File: config.mk
export PLATFORM = sky130hd
export DESIGN_NAME = switch_round_judge_flat
export DESIGN_NICKNAME = d
export VERILOG_FILES = /design/src/rtl/switch_round_judge_if.sv /design/src/rtl/switch_round_judge.sv /design/src/flat_wrapper.sv
export SDC_FILE = /design/constraint.sdc
export NUM_CORES = 1
export LEC_CHECK = 0
export BUFFER_PORTS_ARGS = -buffer_cell sky130_fd_sc_hd__buf_2
export CAP_MARGIN = 15
export CORE_ASPECT_RATIO = 1.75
export CORE_UTILIZATION = 37
export DETAILED_ROUTE_END_ITERATION = 8
export HOLD_SLACK_MARGIN = 0.03
export PLACE_DENSITY_LB_ADDON = 0.12
export SYNTH_ARGS = -nofsm -noshare
export SYNTH_HDL_FRONTEND = slang
export SYNTH_SLANG_ARGS = --single-unit
File: constraint.sdc
create_clock -name clk -period 5.6 [get_ports clk]
set_input_delay 0.84 -clock clk [delete_from_list [all_inputs] [get_ports clk]]
set_output_delay 0.84 -clock clk [all_outputs]
set_load 0.03 [all_outputs]
File: src/rtl/switch_round_judge_if.sv
// Prompt request/response bundle between the round judge and the prompt generator.
// One-cycle request pulse out; one-cycle valid pulse back carrying expected/target.
interface switch_round_judge_if;
  logic       prompt_req;
  logic       prompt_valid;
  logic [9:0] expected;
  logic [9:0] target;

  modport master (output prompt_req, input prompt_valid, input expected, input target);
  modport slave  (input prompt_req, output prompt_valid, output expected, output target);
endinterface

File: src/rtl/switch_round_judge.sv
// Switch game round controller: requests prompts, judges switch changes against the latched answer, runs the countdown and scores.
// Pin change is judged two edges after it is sampled; the generator may answer at any time, and start restarts from any state.
module switch_round_judge #(
  parameter int TICKS_PER_SEC = 50000000,
  parameter int ROUND_SECS    = 15,
  parameter int GAP_SECS      = 5,
  parameter int SCORE_W       = 10
) (
  input  logic                 clk,
  input  logic                 reset_btn,
  input  logic                 start,
  input  logic [9:0]           sw,
  switch_round_judge_if.master prompt,
  output logic [9:0]           ledr,
  output logic [5:0]           seconds_left,
  output logic [SCORE_W-1:0]   score,
  output logic [SCORE_W-1:0]   best_score,
  output logic [7:0]           rounds,
  output logic                 playing,
  output logic                 game_over
);

  localparam int TW = (TICKS_PER_SEC > 1) ? $clog2(TICKS_PER_SEC) : 1;
  localparam logic [TW-1:0] TICK_LAST = TW'(TICKS_PER_SEC - 1);
  localparam int SUM_W = ((SCORE_W > 6) ? SCORE_W : 6) + 1;
  localparam logic [SUM_W-1:0] SCORE_MAX = SUM_W'((2 ** SCORE_W) - 1);

  typedef enum logic [2:0] {IDLE, REQ, WAIT, PLAY, GAP, OVER} state_t;

  state_t          state, state_n;
  logic [9:0]      sw_m, sw_s, sw_p;
  logic [9:0]      exp_r, tgt_r;
  logic [TW-1:0]   tick_cnt;
  logic            change, tick, last_sec, counting;
  logic            clr_game, load_prompt, do_pass, do_over, do_dec;
  logic [7:0]      r_div5;
  logic [2:0]      tier;
  logic [5:0]      award;
  logic [SUM_W-1:0] score_sum;
  logic [SCORE_W-1:0] score_next;

  always_ff @(posedge clk or posedge reset_btn) begin
    if (reset_btn) begin
      sw_m <= '0;
      sw_s <= '0;
      sw_p <= '0;
    end else begin
      sw_m <= sw;
      sw_s <= sw_m;
      sw_p <= sw_s;
    end
  end

  assign change   = (sw_s != sw_p);
  assign tick     = (tick_cnt == TICK_LAST);
  assign last_sec = (seconds_left == 6'd1);
  assign counting = (state == PLAY) || (state == GAP);

  // Bonus doubles every five passed rounds, capped at the fifth tier.
  assign r_div5     = rounds / 8'd5;
  assign tier       = (r_div5 > 8'd4) ? 3'd4 : r_div5[2:0];
  assign award      = 6'd2 << tier;
  assign score_sum  = SUM_W'(score) + SUM_W'(award);
  assign score_next = (score_sum > SCORE_MAX) ? {SCORE_W{1'b1}} : score_sum[SCORE_W-1:0];

  always_ff @(posedge clk or posedge reset_btn) begin
    if (reset_btn) state <= IDLE;
    else           state <= state_n;
  end

  always_comb begin
    state_n     = state;
    clr_game    = 1'b0;
    load_prompt = 1'b0;
    do_pass     = 1'b0;
    do_over     = 1'b0;
    do_dec      = 1'b0;
    if (start) begin
      state_n  = REQ;
      clr_game = 1'b1;
    end else begin
      case (state)
        IDLE: state_n = IDLE;
        REQ:  state_n = WAIT;
        WAIT: if (prompt.prompt_valid) begin
          state_n     = PLAY;
          load_prompt = 1'b1;
        end
        // A switch verdict outranks a coincident final tick.
        PLAY: if (change) begin
          if (sw_s == exp_r) begin
            state_n = GAP;
            do_pass = 1'b1;
          end else begin
            state_n = OVER;
            do_over = 1'b1;
          end
        end else if (tick) begin
          do_dec = 1'b1;
          if (last_sec) begin
            state_n = OVER;
            do_over = 1'b1;
          end
        end
        GAP: if (tick) begin
          do_dec = 1'b1;
          if (last_sec) state_n = REQ;
        end
        OVER:    state_n = OVER;
        default: state_n = IDLE;
      endcase
    end
  end

  always_ff @(posedge clk or posedge reset_btn) begin
    if (reset_btn) begin
      tick_cnt     <= '0;
      seconds_left <= '0;
      exp_r        <= '0;
      tgt_r        <= '0;
      score        <= '0;
      best_score   <= '0;
      rounds       <= '0;
    end else begin
      if (load_prompt || do_pass || !counting || tick) tick_cnt <= '0;
      else                                             tick_cnt <= tick_cnt + 1'b1;

      if (load_prompt)  seconds_left <= 6'(ROUND_SECS);
      else if (do_pass) seconds_left <= 6'(GAP_SECS);
      else if (do_dec)  seconds_left <= seconds_left - 6'd1;

      if (load_prompt) begin
        exp_r <= prompt.expected;
        tgt_r <= prompt.target;
      end

      if (clr_game) begin
        score  <= '0;
        rounds <= '0;
      end else if (do_pass) begin
        score  <= score_next;
        rounds <= (rounds == 8'hFF) ? rounds : rounds + 8'd1;
      end

      if (do_over && (score > best_score)) best_score <= score;
    end
  end

  always_comb begin
    ledr = 10'b0;
    case (state)
      PLAY:    ledr = tgt_r;
      OVER:    ledr = 10'h3FF;
      default: ledr = 10'b0;
    endcase
  end

  assign prompt.prompt_req = (state == REQ);
  assign playing           = (state == PLAY);
  assign game_over         = (state == OVER);

endmodule
File: src/flat_wrapper.sv
// flat-port wrapper written by rule: the top's interface ports become plain ports
module switch_round_judge_flat 
#(
  parameter int TICKS_PER_SEC = 50000000,
  parameter int ROUND_SECS    = 15,
  parameter int GAP_SECS      = 5,
  parameter int SCORE_W       = 10
)
  (clk, reset_btn, start, sw, ledr, seconds_left, score, best_score, rounds, playing, game_over, prompt_prompt_req, prompt_prompt_valid, prompt_expected, prompt_target);
  switch_round_judge_if prompt_i ();
  input  logic clk;
  input  logic reset_btn;
  input  logic start;
  input  logic [9:0] sw;
  output logic [9:0] ledr;
  output logic [5:0] seconds_left;
  output logic [SCORE_W-1:0] score;
  output logic [SCORE_W-1:0] best_score;
  output logic [7:0] rounds;
  output logic playing;
  output logic game_over;
  output wire logic [$bits(prompt_i.prompt_req)-1:0] prompt_prompt_req;
  input wire logic [$bits(prompt_i.prompt_valid)-1:0] prompt_prompt_valid;
  input wire logic [$bits(prompt_i.expected)-1:0] prompt_expected;
  input wire logic [$bits(prompt_i.target)-1:0] prompt_target;
  assign prompt_prompt_req = prompt_i.prompt_req;
  assign prompt_i.prompt_valid = prompt_prompt_valid;
  assign prompt_i.expected = prompt_expected;
  assign prompt_i.target = prompt_target;
  switch_round_judge #(.TICKS_PER_SEC(TICKS_PER_SEC), .ROUND_SECS(ROUND_SECS), .GAP_SECS(GAP_SECS), .SCORE_W(SCORE_W)) u_core (.clk(clk), .reset_btn(reset_btn), .start(start), .sw(sw), .prompt(prompt_i), .ledr(ledr), .seconds_left(seconds_left), .score(score), .best_score(best_score), .rounds(rounds), .playing(playing), .game_over(game_over));
endmodule
# [After elaboration in Yosys (flattened, before gate mapping)]
# Index checks and enable logic that the tools add are counted.
[totals] in_bits=34 ff_bits=113 out_inout_bits=47 elab_cells=85
[op_classes] order_cmp=3 div_mod_pow=1 shift=1 reduce_logical=10 muxes=39 n_eq_ne=16 addsub=4
[ops] cell="2-to-1 mux 10 bit" count=3
[ops] cell="adder 26 x 1 -> 26 bit (second input constant)" count=1
[ops] cell="== test 26 bit (second input constant)" count=1
[ops] cell="2-to-1 mux 26 bit" count=1
[ops] cell="2-to-1 mux 3 bit" count=8
[ops] cell="2-to-1 mux 8 bit" count=3
[ops] cell="one-hot mux 10 bit (2 select lines)" count=1
[ops] cell="2-to-1 mux 1 bit" count=18
[ops] cell="2-to-1 mux 6 bit" count=3
[ops] cell="one-hot mux 3 bit (5 select lines)" count=1
[ops] cell="adder 10 x 6 -> 11 bit" count=1
[ops] cell="greater-than comparator 11 x 10 -> 1 bit (second input constant)" count=1
[ops] cell="== test 10 bit" count=1
[ops] cell="greater-than comparator 10 bit" count=1
[ops] cell="inequality test 10 bit" count=1
[ops] cell="adder 8 x 1 -> 8 bit (second input constant)" count=1
[ops] cell="divider 8 x 3 -> 8 bit (second input constant)" count=1
[ops] cell="== test 8 bit (second input constant)" count=1
[ops] cell="greater-than comparator 8 x 3 -> 1 bit (second input constant)" count=1
[ops] cell="inequality test 4 x 2 -> 1 bit (second input constant)" count=2
[ops] cell="== test 3 x 2 -> 1 bit (second input constant)" count=2
[ops] cell="== test 3 bit (second input constant)" count=2
[ops] cell="== test 6 x 1 -> 1 bit (second input constant)" count=1
[ops] cell="inequality test 3 x 2 -> 1 bit (second input constant)" count=2
[ops] cell="13 further kinds" count=16

# [Depth between registers and ports, before layout]
# Gate-level depths: netlist of the first run.
[logic_depth] word_depth=9 mapped_depth=24 depth_no_buf=22

# [Least setup slack after synthesis of the first run]
# No wires, ideal clock.
[synth_timing] path_type="register -> register" from="reg u_core.rounds[5]" to="reg u_core.score[0]" synth_period_minus_slack_ns=4.582 stages_incl_launch_ff=24 setup_time_ns=0.083 slack_ns=1.018 required_time_ns=5.517 arrival_ns=4.500 cell_sequence="dfrtp_1 > clkbuf_1 > clkbuf_1 > nand2b_1 > nand2_1 > o21ai_0 > a221oi_1 > nor2_1 > a211oi_1 > ha_1 > mux2i_1 > a22oi_1 > o211ai_1 > o32ai_1 > a211oi_1 > and3_1 > ha_1 > a21o_1 > a21oi_1 > o21ai_0 > o21ai_0 > or4_1 > clkbuf_1 > o21ai_0"
[synth_via] elab_chain_cells=9
[synth_rtl] element="start, declared" line_no="switch_round_judge.sv:18" text="output logic [7:0] rounds,"
[synth_rtl] element="start signal, assigned" line_no="switch_round_judge.sv:142" text="rounds <= (rounds == 8'hFF) ? rounds : rounds + 8'd1;"
[synth_rtl] element="divider 8 x 3 -> 8 bit (*)" line_no="switch_round_judge.sv:60" text="assign r_div5 = rounds / 8'd5;"
[synth_rtl] element="greater-than comparator 8 x 3 -> 1 bit" line_no="switch_round_judge.sv:61" text="assign tier = (r_div5 > 8'd4) ? 3'd4 : r_div5[2:0];"
[synth_rtl] element="2-to-1 mux 3 bit (*)" line_no="switch_round_judge.sv:61"
[synth_rtl] element="<< shifter 2 x 3 -> 6 bit (*)" line_no="switch_round_judge.sv:62" text="assign award = 6'd2 << tier;"
[synth_rtl] element="adder 10 x 6 -> 11 bit (*)" line_no="switch_round_judge.sv:63" text="assign score_sum = SUM_W'(score) + SUM_W'(award);"
[synth_rtl] element="greater-than comparator 11 x 10 -> 1 bit" line_no="switch_round_judge.sv:64" text="assign score_next = (score_sum > SCORE_MAX) ? {SCORE_W{1'b1}} : score_sum[SCORE_W-1:0];"
[synth_rtl] element="2-to-1 mux 10 bit (*)" line_no="switch_round_judge.sv:64"
[synth_rtl] element="2-to-1 mux 10 bit (*)" line_no="switch_round_judge.sv:140" text="end else if (do_pass) begin"
[synth_rtl] element="2-to-1 mux 10 bit (*)" line_no="switch_round_judge.sv:137" text="if (clr_game) begin"
[synth_rtl] element="end signal, assigned" line_no="switch_round_judge.sv:141" text="score <= score_next;"
[synth_rtl] element="end, declared" line_no="switch_round_judge.sv:16" text="output logic [SCORE_W-1:0] score,"
# Mark *: on every way between the ends. The rest lies on a longest branch, timed or not. The select of a mux whose other input is x is not followed.
# A chain may end at the register's enable or synchronous reset.

# [Worst setup path after layout of the first run]
[layout_timing] from="reg u_core.rounds[4]" to="reg u_core.score[2]"
# The elaborated chain is that of the path after synthesis.

==> impl_metrics.toml, run 1 <==
[final_layout]
ff_latch_area_um2 = 2828
final_nets = 785
nFillCells = 1668
final_layout_size_suffix_gt1_share_pct = 22.87
diodes = 0
multi_input_area_um2 = 3303
syn_to_final_growth_pct = 19.37
final_cell_area_um2 = 7649
fin_util_pct = 45.13

[flow_run]
drv_cap = 0

[routing]
ant_nets = 0
drt_iter0_drc = 161
dr.pass1.iters = 4
wl_per_cell_um = 16.54
vias = 5121
drc = 0
via_per_inst = 5.301
routed_wl_um = 15970

[setup_path]
critPathLaunchType = "flip-flop"
slowest_delay_ns = 0.85
worstPathArrival_ns = 5.39
crit_chain = "nand2b_1 > nor2_1 > a221oi_1 > nor2_1 > a211oi_1 > ha_1 > mux2i_1 > a22oi_1 > o211ai_1 > o32ai_1 > a211oi_1 > and3_1 > ha_1 > a21o_1 > a21oi_1 > o21ai_0 > o21ai_0 > or4_1 > o21ai_0"
slowest_stage = "dfrtp_1"
cp.required_ns = 5.93
crit_type = "flip-flop to flip-flop"
crit_path_frequent_cell = "o21ai_0"
crit_path_end_kind = "flip-flop"
critPathMaxFanout = 29

[synth]
ys_seq_elements = 113
synth_warnings = 0
synth-edff-count = 0
synthesis.area_um2 = 6407
async_flop_share_pct = 100.0
synth_cell_types = 65
yosysSeqAreaShare_pct = 44.13
yosys_most_used_dff = "dfrtp_1"
yosysTopAreaCellShare_pct = 44.13
netlist_top_cells_count = "113 x dfrtp_1, 56 x nor2_1, 37 x inv_1"
synth.area.top_cells = "dfrtp_1 44%, mux2_2 5.4%, ha_1 4.7%, xnor2_1 4.6%, nor2_1 3.3%"
synth_top_cell_by_area = "dfrtp_1"
syn_avg_cell_area_um2 = 9.903
post_synth_inst_count = 647
synthesis.nets = 706
synth_most_common_cell = "dfrtp_1"

[clock_tree]
clk_latency_ns = 0.41
clock-sinks = 113
h-tree-depth = 4
numCtsBuffers = 17
cts_hold_buf = 0
postCtsResizedCells = 0
clock_path_buffers = 2
cts_root_buf = "clkbuf_16"
cts_setup_buffers = 0
clk_pin_slew_worst_paths_ns = 0.06
cts_tree = "built"

[grt]
overflow = 0
grt_pass1_wl_um = 26540
grt_pass1_vias = 5305
track_usage_pct = 19.46
grt_antenna_before_repair = 0
grt_start_max_net_pins = 63

[sta]
finalSetupViolations = 0
skew_ns = 0.006163
grt_setup_unrepaired = "no"
tightest_slew_ns = 0.8700
drv_slew = 0
setup_tns_ns = 0
finalWorstSetupSlack_ns = 0.5309
hold_viol_final = 0
clock.fmax_mhz = 197.3
finalCriticalPeriod_ns = 5.069
slew-limit-headroom_pct = 41.65
post-route-period-util_pct = 90.52

[pwr]
p_per_area_nw_per_um2 = 285.0
p_total_uw = 2180
peakVddDrop_mv = 0.2524
p_leak_uw = 0.003468

[place]
io_buffers = 80
dp_hpwl_um = 11810
placed_area_um2 = 7043
dp_slack_ns = 0.6013
gp_congestion = 0.8473

[worst_hold_path]
min_path_type = "flip-flop to flip-flop"

[floorplan]
initial_core_util_pct = 37.81
die_y_um = 176.1
core_area_um2 = 16950
ios = 81
die_x_um = 101.5
num_rows = 63
dieArea_um2 = 17870

[run_status]
outcome = "finished clean"
## power breakdown
group          internal (uW)  switching [uW]
clock                    675             386
combinational           88.5            98.6
sequential               883            48.3
## through the flow
step | hold WS, ns | instances
2_1_floorplan | 0.3312 | 647
3_3_place_gp | 0.3319 | 933
3_5_place_dp | 0.3347 | 933
4_1_cts | 0.3486 | 965
5_1_grt | 0.3556 | 966
6_report | 0.3450 | 966
## placed cells by master (no fill, tap or decap), types with 7 or more instances in the layout
cell | synthesis | routed
dfrtp_1 | 113 | 113
buf_2 | 11 | 80
nor2_1 | 56 | 56
inv_1 | 37 | 36
nand2_1 | 35 | 35
xnor2_1 | 34 | 34
mux2_2 | 31 | 31
o21ai_0 | 30 | 30
a21oi_1 | 25 | 25
ha_1 | 24 | 24
nand3_1 | 21 | 21
xor2_1 | 19 | 19
clkbuf_16 | 0 | 17
a21o_1 | 15 | 15
nand4_1 | 12 | 12
buf_4 | 0 | 11
nor3_1 | 10 | 10
mux2i_1 | 9 | 9
o211ai_1 | 9 | 9
nor3b_1 | 8 | 8
nand2b_1 | 8 | 8
and3_1 | 8 | 8
or4_1 | 8 | 8
or3_1 | 7 | 7
nor4_1 | 7 | 7
nor2b_1 | 7 | 7
## critical path, delay by kind of cell (launching register included)
| family | cells | cell delay (ns) |
|---|---|---|
| simple gates | 5 | 1.33 |
| flops | 1 | 0.85 |
| mux | 1 | 0.10 |
| compound gates | 11 | 2.11 |
| fa+ha+maj | 2 | 0.59 |
## cell type report
class                           count  area share [%]
Multi-Input combinational cell    464           43.19
Sequential cell                   113           36.97
Timing Repair Buffer               92           6.511
Clock buffer                       19           5.922
Tap cell                          227           3.713
Inverter                           38           1.898
Clock inverter                     13           1.799
## registers in the layout (all words and copies together) (netlist names), 6 cells and up
name and cells:
u_core.seconds_left 6, u_core.best_score 10, u_core.exp_r 10, u_core.score 10, u_core.sw_s 10, u_core.sw_p 10
u_core.tick_cnt 26, u_core.tgt_r 10, u_core.sw_m 10, u_core.rounds 8
## cells by family (layout without fill, tap and decap cells)
family / after synthesis / in the layout / synth area share, %
adders and majority gates: 25 / 25 / 4.999
AOI/OAI and AO/OA: 130 / 130 / 13.85
buffers and inverters: 70 / 162 / 4.315
and+or+nand+nor: 216 / 216 / 18.61
DFF: 113 / 113 / 44.13
xor gates and xnor gates: 53 / 53 / 7.245
muxes: 40 / 40 / 6.854
## worst paths after layout
kind                                               from  slack, ns  cells past startpoint                          endpoint
min in group asynchronous                     reset_btn       0.54                      2      u_core.tick_cnt[2]$_DFF_PP0_
hold / removal                 u_core.sw_m[1]$_DFF_PP0_       0.35                      0          u_core.sw_s[1]$_DFF_PP0_
setup reg to reg           u_core.rounds[4]$_DFFE_PP0P_       0.53                     19       u_core.score[2]$_DFFE_PP0P_
hold reg to reg                u_core.sw_m[1]$_DFF_PP0_       0.35                      0          u_core.sw_s[1]$_DFF_PP0_
max in group asynchronous                     reset_btn       3.82                      3  u_core.best_score[0]$_DFFE_PP0P_
setup / recovery           u_core.rounds[4]$_DFFE_PP0P_       0.53                     19       u_core.score[2]$_DFFE_PP0P_
## per-layer routing
layer,vias up,routed length (um),global-route usage (%)
met1,2516,5961,20.23
met4,0,435,9.420
li1,2470,-,-
met3,27,431,3.484
met2,108,9146,36.62
met5,-,0,0
Power figures use the tool's default switching activity.
==> run 2, diff against run 1 <==
--- a/config.mk
+++ b/config.mk
@@ -8,7 +8,7 @@
 export BUFFER_PORTS_ARGS = -buffer_cell sky130_fd_sc_hd__buf_2
 export CAP_MARGIN = 15
 export CORE_ASPECT_RATIO = 1.75
-export CORE_UTILIZATION = 37
+export CORE_UTILIZATION = 59
 export DETAILED_ROUTE_END_ITERATION = 8
 export HOLD_SLACK_MARGIN = 0.03
 export PLACE_DENSITY_LB_ADDON = 0.12
==> run 2 against run 1 <==
Sequential power about the same. Critical path type unchanged. Flip-flop and latch count stayed put. Largest cell class unchanged. Cell count down 10%. Largest power group unchanged. Die area decreased by 37%.
==> impl_metrics.toml, run 2 (synthesis gave the netlist of run 1 again) <==
[routing]
vias = 5224
wl_per_cell_um = 17.24
drt_iter0_drc = 262
dr.pass1.iters = 4
routed_wl_um = 14930
drc = 0
ant_nets = 0
via_per_inst = 6.032

[setup_path]
critPathMaxFanout = 29
r2r_setup_slack_ns = 0.54
rr_worst_depth = 19
critPathLaunchType = "flip-flop"
crit_type = "flip-flop to flip-flop"
cp.required_ns = 5.93
r2r-end = "u_core.score[1]$_DFFE_PP0P_"
rr_startpoint = "u_core.rounds[4]$_DFFE_PP0P_"
worstPathArrival_ns = 5.39
crit_path_start = "u_core.rounds[4]$_DFFE_PP0P_"
crit_path_end_kind = "flip-flop"

[floorplan]
die_y_um = 139.9
die_x_um = 80.78
dieArea_um2 = 11300
num_rows = 50
initial_core_util_pct = 60.25
ios = 81
core_area_um2 = 10640

[sta]
finalSetupViolations = 0
hold_viol_final = 0
finalCriticalPeriod_ns = 5.065
grt_setup_unrepaired = "no"
clock.fmax_mhz = 197.4
drv_slew = 0
skew_ns = 0.007917
setup_tns_ns = 0
post-route-period-util_pct = 90.44
hold-worst-slack_ns = 0.3451
slew-limit-headroom_pct = 29.29
tightest_slew_ns = 1.058

[place]
dp_hpwl_um = 10740
gp_congestion = 0.9462
io_buffers = 80

[grt]
grt_pass1_wl_um = 24720
grt_pass1_vias = 5329
overflow = 0
grt_start_max_net_pins = 60
track_usage_pct = 28.81
grt_antenna_before_repair = 0

[final_layout]
diodes = 0
final_layout_size_suffix_gt1_share_pct = 22.55
final_cell_mix = "113 x dfrtp_1, 80 x buf_2, 56 x nor2_1"
final_nets = 782
largest_reg_flops = 26
syn_to_final_growth_pct = 16.34
regMostFlops = "u_core.tick_cnt"
final_common_cell = "dfrtp_1"

[clock_tree]
numCtsBuffers = 17
clock-sinks = 113
postCtsResizedCells = 0
clk_latency_ns = 0.42
clk_pin_slew_worst_paths_ns = 0.06
cts_setup_buffers = 0
clock_path_buffers = 2
cts_tree = "built"
h-tree-depth = 4
cts_root_buf = "clkbuf_16"
cts_hold_buf = 0

[pwr]
power_switching_share_pct = 26.64
p_int_uw = 1546
p_leak_uw = 0.003442
p_per_area_nw_per_um2 = 282.7
clock_power_share_pct = 46.9
pwr-share-comb_pct = 8.8
peakVddDrop_mv = 0.3476
power_switching_uw = 561.5
p_seq_share_pct = 44.3

[run_status]
outcome = "finished clean"

[worst_hold_path]
min_path_type = "flip-flop to flip-flop"
holdPathEnd = "u_core.sw_s[0]$_DFF_PP0_"
hold_start = "u_core.sw_m[0]$_DFF_PP0_"
whs_path_depth = 0

[flow_run]
drv_cap = 0
## run 2: area by class of cell
type	count	area, um^2
Clock buffer	17	425.4
Clock inverter	15	122.6
Fill cell	843	3181
Inverter	38	145.1
Multi-Input combinational cell	464	3303
Sequential cell	113	2828
Tap cell	130	162.7
Timing Repair Buffer	89	467.9
## run 2: worst max-delay path, cell delays in order, from the launching register on
cell and delay (ns):
dfrtp_1 0.84, nand2b_1 0.29, nor2_1 0.07, a221oi_1 0.28, nor2_1 0.07, a211oi_1 0.37
ha_1 0.32, mux2i_1 0.11, a22oi_1 0.21, o211ai_1 0.12, o32ai_1 0.25, a211oi_1 0.18
and3_1 0.22, ha_1 0.26, a21o_1 0.10, a21oi_1 0.08, o21ai_0 0.23, o21ai_0 0.19
or4_1 0.64, o21ai_0 0.15
## run 2: through the flow
stage	instances	cell area, um^2	setup WS (ns)	util (%)	total power [uW]
finish	866	7455	0.5353	70.09	2107
global route	866	7455	0.1020	70.09	2189
CTS	866	7455	0.5810	70.09	2122
detailed placement	834	6907	0.6252	64.94	1134
global placement	834	6907	0.8293	64.94	1122
floorplan	647	6407	1.018	-	1073
## run 2: how the worst max path moves through the flow
stage | end | cells past startpoint
after floorplan | u_core.score[0]$_DFFE_PP0P_ | 23
after global placement | u_core.score[2]$_DFFE_PP0P_ | 19
after detailed placement | u_core.score[1]$_DFFE_PP0P_ | 19
after CTS | u_core.score[1]$_DFFE_PP0P_ | 19
after global routing | u_core.score[1]$_DFFE_PP0P_ | 19
final | u_core.score[1]$_DFFE_PP0P_ | 19
## run 2: power by group through the flow
stage	clock network (uW)	logic, uW	registers (uW)
detailed placement	0	188	946
finish	988	186	933
CTS	999	190	933
global placement	0	182	941
floorplan	0	132	942
global route	1040	206	941
## run 2: metal layers
metal / vias to the layer above / part of all wire, % / routed length (um) / track usage (%)
met1: 2564 / 37 / 5525 / 29.95
li1: 2467 / - / - / -
met4: 0 / 4.3 / 641 / 16.73
met5: - / 0 / 0 / 0
met2: 142 / 55 / 8276 / 51.96
met3: 51 / 3.3 / 488 / 5.443
==> run 3, diff against run 2 <==
--- a/config.mk
+++ b/config.mk
@@ -5,10 +5,11 @@
 export SDC_FILE = /design/constraint.sdc
 export NUM_CORES = 1
 export LEC_CHECK = 0
+export ABC_AREA = 1
 export BUFFER_PORTS_ARGS = -buffer_cell sky130_fd_sc_hd__buf_2
 export CAP_MARGIN = 15
 export CORE_ASPECT_RATIO = 1.75
-export CORE_UTILIZATION = 59
+export CORE_UTILIZATION = 58
 export DETAILED_ROUTE_END_ITERATION = 8
 export HOLD_SLACK_MARGIN = 0.03
 export PLACE_DENSITY_LB_ADDON = 0.12
==> run 3 against run 2 <==
Sequential power grew 4.4%. Clock power grew 18%. Utilization grew 2.0 points. Setup slack gained 0.096 ns. Critical endpoint is now u_core.score[3]$_DFFE_PP0P_. Largest cell class is now sequential cells. Highest routed layer unchanged.
==> impl_metrics.toml, run 3 <==
[synth]
synth_xor_area_share_pct = 2.927
synthesis.nets = 781
post_synth_inst_count = 722
synth_cell_types = 43
synthesis.area_um2 = 5984
syn_avg_cell_area_um2 = 8.289
yosysSeqAreaShare_pct = 47.25
netlist_top_cells_count = "174 x nand2_1, 113 x dfrtp_1, 95 x inv_1"
synth-edff-count = 0
synth_warnings = 0
synth.area.top_cells = "dfrtp_1 47%, nand2_1 11%, inv_1 6.0%, ha_1 5.0%, nor2_1 3.1%"
synth_fa_ha_area_share_pct = 5.352
ys_seq_elements = 113
synth_compound_area_share_pct = 9.157
synth_most_common_cell = "nand2_1"
yosysTopAreaCellShare_pct = 47.25
yosys_most_used_dff = "dfrtp_1"
synthSimpleGateAreaFrac_pct = 27.85
synth_mux_area_share_pct = 0
synth_top_family_by_area = "simple AND/OR/NAND/NOR gates"
async_flop_share_pct = 100.0
synth_top_cell_by_area = "dfrtp_1"

[sta]
hold_viol_final = 0
grt_setup_unrepaired = "no"
tightest_slew_ns = 0.9576
finalSetupViolations = 0
slew-limit-headroom_pct = 36.16
drv_slew = 0
skew_ns = 0.01089
finalCriticalPeriod_ns = 4.969
setup_tns_ns = 0
post-route-period-util_pct = 88.74
clock.fmax_mhz = 201.2

[clock_tree]
clk_latency_ns = 0.41
postCtsResizedCells = 0
cts_tree = "built"
clk_pin_slew_worst_paths_ns = 0.06
numCtsBuffers = 17
cts_root_buf = "clkbuf_16"
h-tree-depth = 4
cts_setup_buffers = 0
clock-sinks = 113
cts_hold_buf = 0
clock_path_buffers = 2

[place]
io_buffers = 80
gp_congestion = 0.8410
dp_hpwl_um = 10310
dpl.cell_count = 920

[pwr]
p_int_uw = 1806
power_switching_share_pct = 26.94
peakVddDrop_mv = 0.2659
power_switching_uw = 665.8
clock_power_share_pct = 47.2
p_per_area_nw_per_um2 = 343.9
p_leak_uw = 0.003634
pwr-share-comb_pct = 13.4
p_seq_share_pct = 39.4

[floorplan]
num_rows = 48
core_area_um2 = 9970
dieArea_um2 = 10740
die_x_um = 78.79
ios = 81
die_y_um = 136.4
initial_core_util_pct = 60.03

[final_layout]
regMostFlops = "u_core.tick_cnt"
diodes = 0
largest_reg_flops = 26
final_cell_mix = "174 x nand2_1, 113 x dfrtp_1, 94 x inv_1"
final_layout_size_suffix_gt1_share_pct = 21.50
final_common_cell = "nand2_1"
final_nets = 874
syn_to_final_growth_pct = 20.09
layoutNonFillerInstCount = 953

[setup_path]
critPathLaunchType = "flip-flop"
crit_path_frequent_cell = "nand2_2"
r2r_setup_slack_ns = 0.63
critPathMaxFanout = 8
slowest_delay_ns = 0.46
worstPathArrival_ns = 5.29
cp.required_ns = 5.92
crit_type = "flip-flop to flip-flop"
crit_path_end_kind = "flip-flop"
slowest_stage = "dfrtp_1"

[routing]
routed_wl_um = 14200
wl_per_cell_um = 14.90
vias = 5184
dr.pass1.iters = 5
drt_iter0_drc = 200
via_per_inst = 5.440
ant_nets = 0
drc = 0

[worst_hold_path]
min_path_type = "flip-flop to flip-flop"

[grt]
grt_start_max_net_pins = 81
overflow = 0
track_usage_pct = 27.87
grt_pass1_vias = 5208
grt_antenna_before_repair = 0
grt_pass1_wl_um = 22900

[run_status]
outcome = "finished clean"

[flow_run]
drv_cap = 0
[run 3: cell count changes after synthesis, moves of 13 or more]
cell	delta
a21o_1	-14
xnor2_1	-26
inv_2	+13
nand2_2	+15
mux2_2	-31
nor3_1	+14
inv_1	+58
nand2_1	+139
[run 3: worst max-delay path: cells and delay by family (launching register included)]
family	cells	cell delay (ns)
and+or+nand+nor	26	2.73
AOI/OAI and AO/OA	3	0.71
buffers and inverters	6	0.49
DFF	1	0.46
adders and majority gates	2	0.46
[run 3: cells by family after synthesis]
kind of cell	Yosys count
AO/OA/AOI/OAI	91
XOR/XNOR	20
adder cells (fa/ha/maj)	25
buffers and inverters	119
flip-flops	113
AND/OR/NAND/NOR	354
[run 3: path summary, 6_finish.rpt]
kind | startpoint | to | cells past startpoint
worst max-delay path | u_core.rounds[6]$_DFFE_PP0P_ | u_core.score[3]$_DFFE_PP0P_ | 37
worst min-delay path | u_core.sw_m[1]$_DFF_PP0_ | u_core.sw_s[1]$_DFF_PP0_ | 0
worst max register to register | u_core.rounds[6]$_DFFE_PP0P_ | u_core.score[3]$_DFFE_PP0P_ | 37
worst min register to register | u_core.sw_m[1]$_DFF_PP0_ | u_core.sw_s[1]$_DFF_PP0_ | 0
max in group asynchronous | reset_btn | u_core.rounds[1]$_DFFE_PP0P_ | 3
min in group asynchronous | reset_btn | u_core.sw_m[0]$_DFF_PP0_ | 2
[run 3: cell type report]
| class | instances | area, um^2 |
|---|---|---|
| Clock buffer | 21 | 470.5 |
| Clock inverter | 11 | 176.4 |
| Fill cell | 775 | 2783 |
| Inverter | 108 | 407.9 |
| Multi-Input combinational cell | 490 | 2710 |
| Sequential cell | 113 | 2828 |
| Tap cell | 125 | 156.4 |
| Timing Repair Buffer | 85 | 437.9 |
[run 3: per-layer routing]
layer  vias to the layer above  wire [um]  part of all wire (%)  global-route usage, %
met5                         -          0                     0                      0
met4                         0        587                   4.1                  16.87
met3                        52        539                   3.8                  5.772
met2                       147       7877                    55                  52.46
met1                      2463       5198                    37                  27.10
li1                       2522          -                     -                      -
[run 3: metrics by stage]
| step | util (%) | hold WS [ns] | worst slack, ns | instance area, um^2 | total power, uW |
|---|---|---|---|---|---|
| final | 72.09 | 0.3459 | 0.6308 | 7187 | 2471 |
| after global routing | 72.09 | 0.3588 | 0.2872 | 7187 | 2564 |
| after CTS | 72.01 | 0.3459 | 0.7482 | 7179 | 2488 |
| after detailed placement | 65.52 | 0.3347 | 0.9726 | 6533 | 1314 |
| after global placement | 65.52 | 0.3329 | 1.261 | 6533 | 1294 |
| after floorplan | - | 0.3312 | 1.273 | 5984 | 1206 |
[run 3: power by group through the flow]
stage	combinational, uW	clock, uW	sequential (uW)
6_report	332	1170	974
5_1_grt	367	1210	984
4_1_cts	335	1180	973
3_5_place_dp	328	0	986
3_3_place_gp	314	0	980
2_1_floorplan	196	0	1010
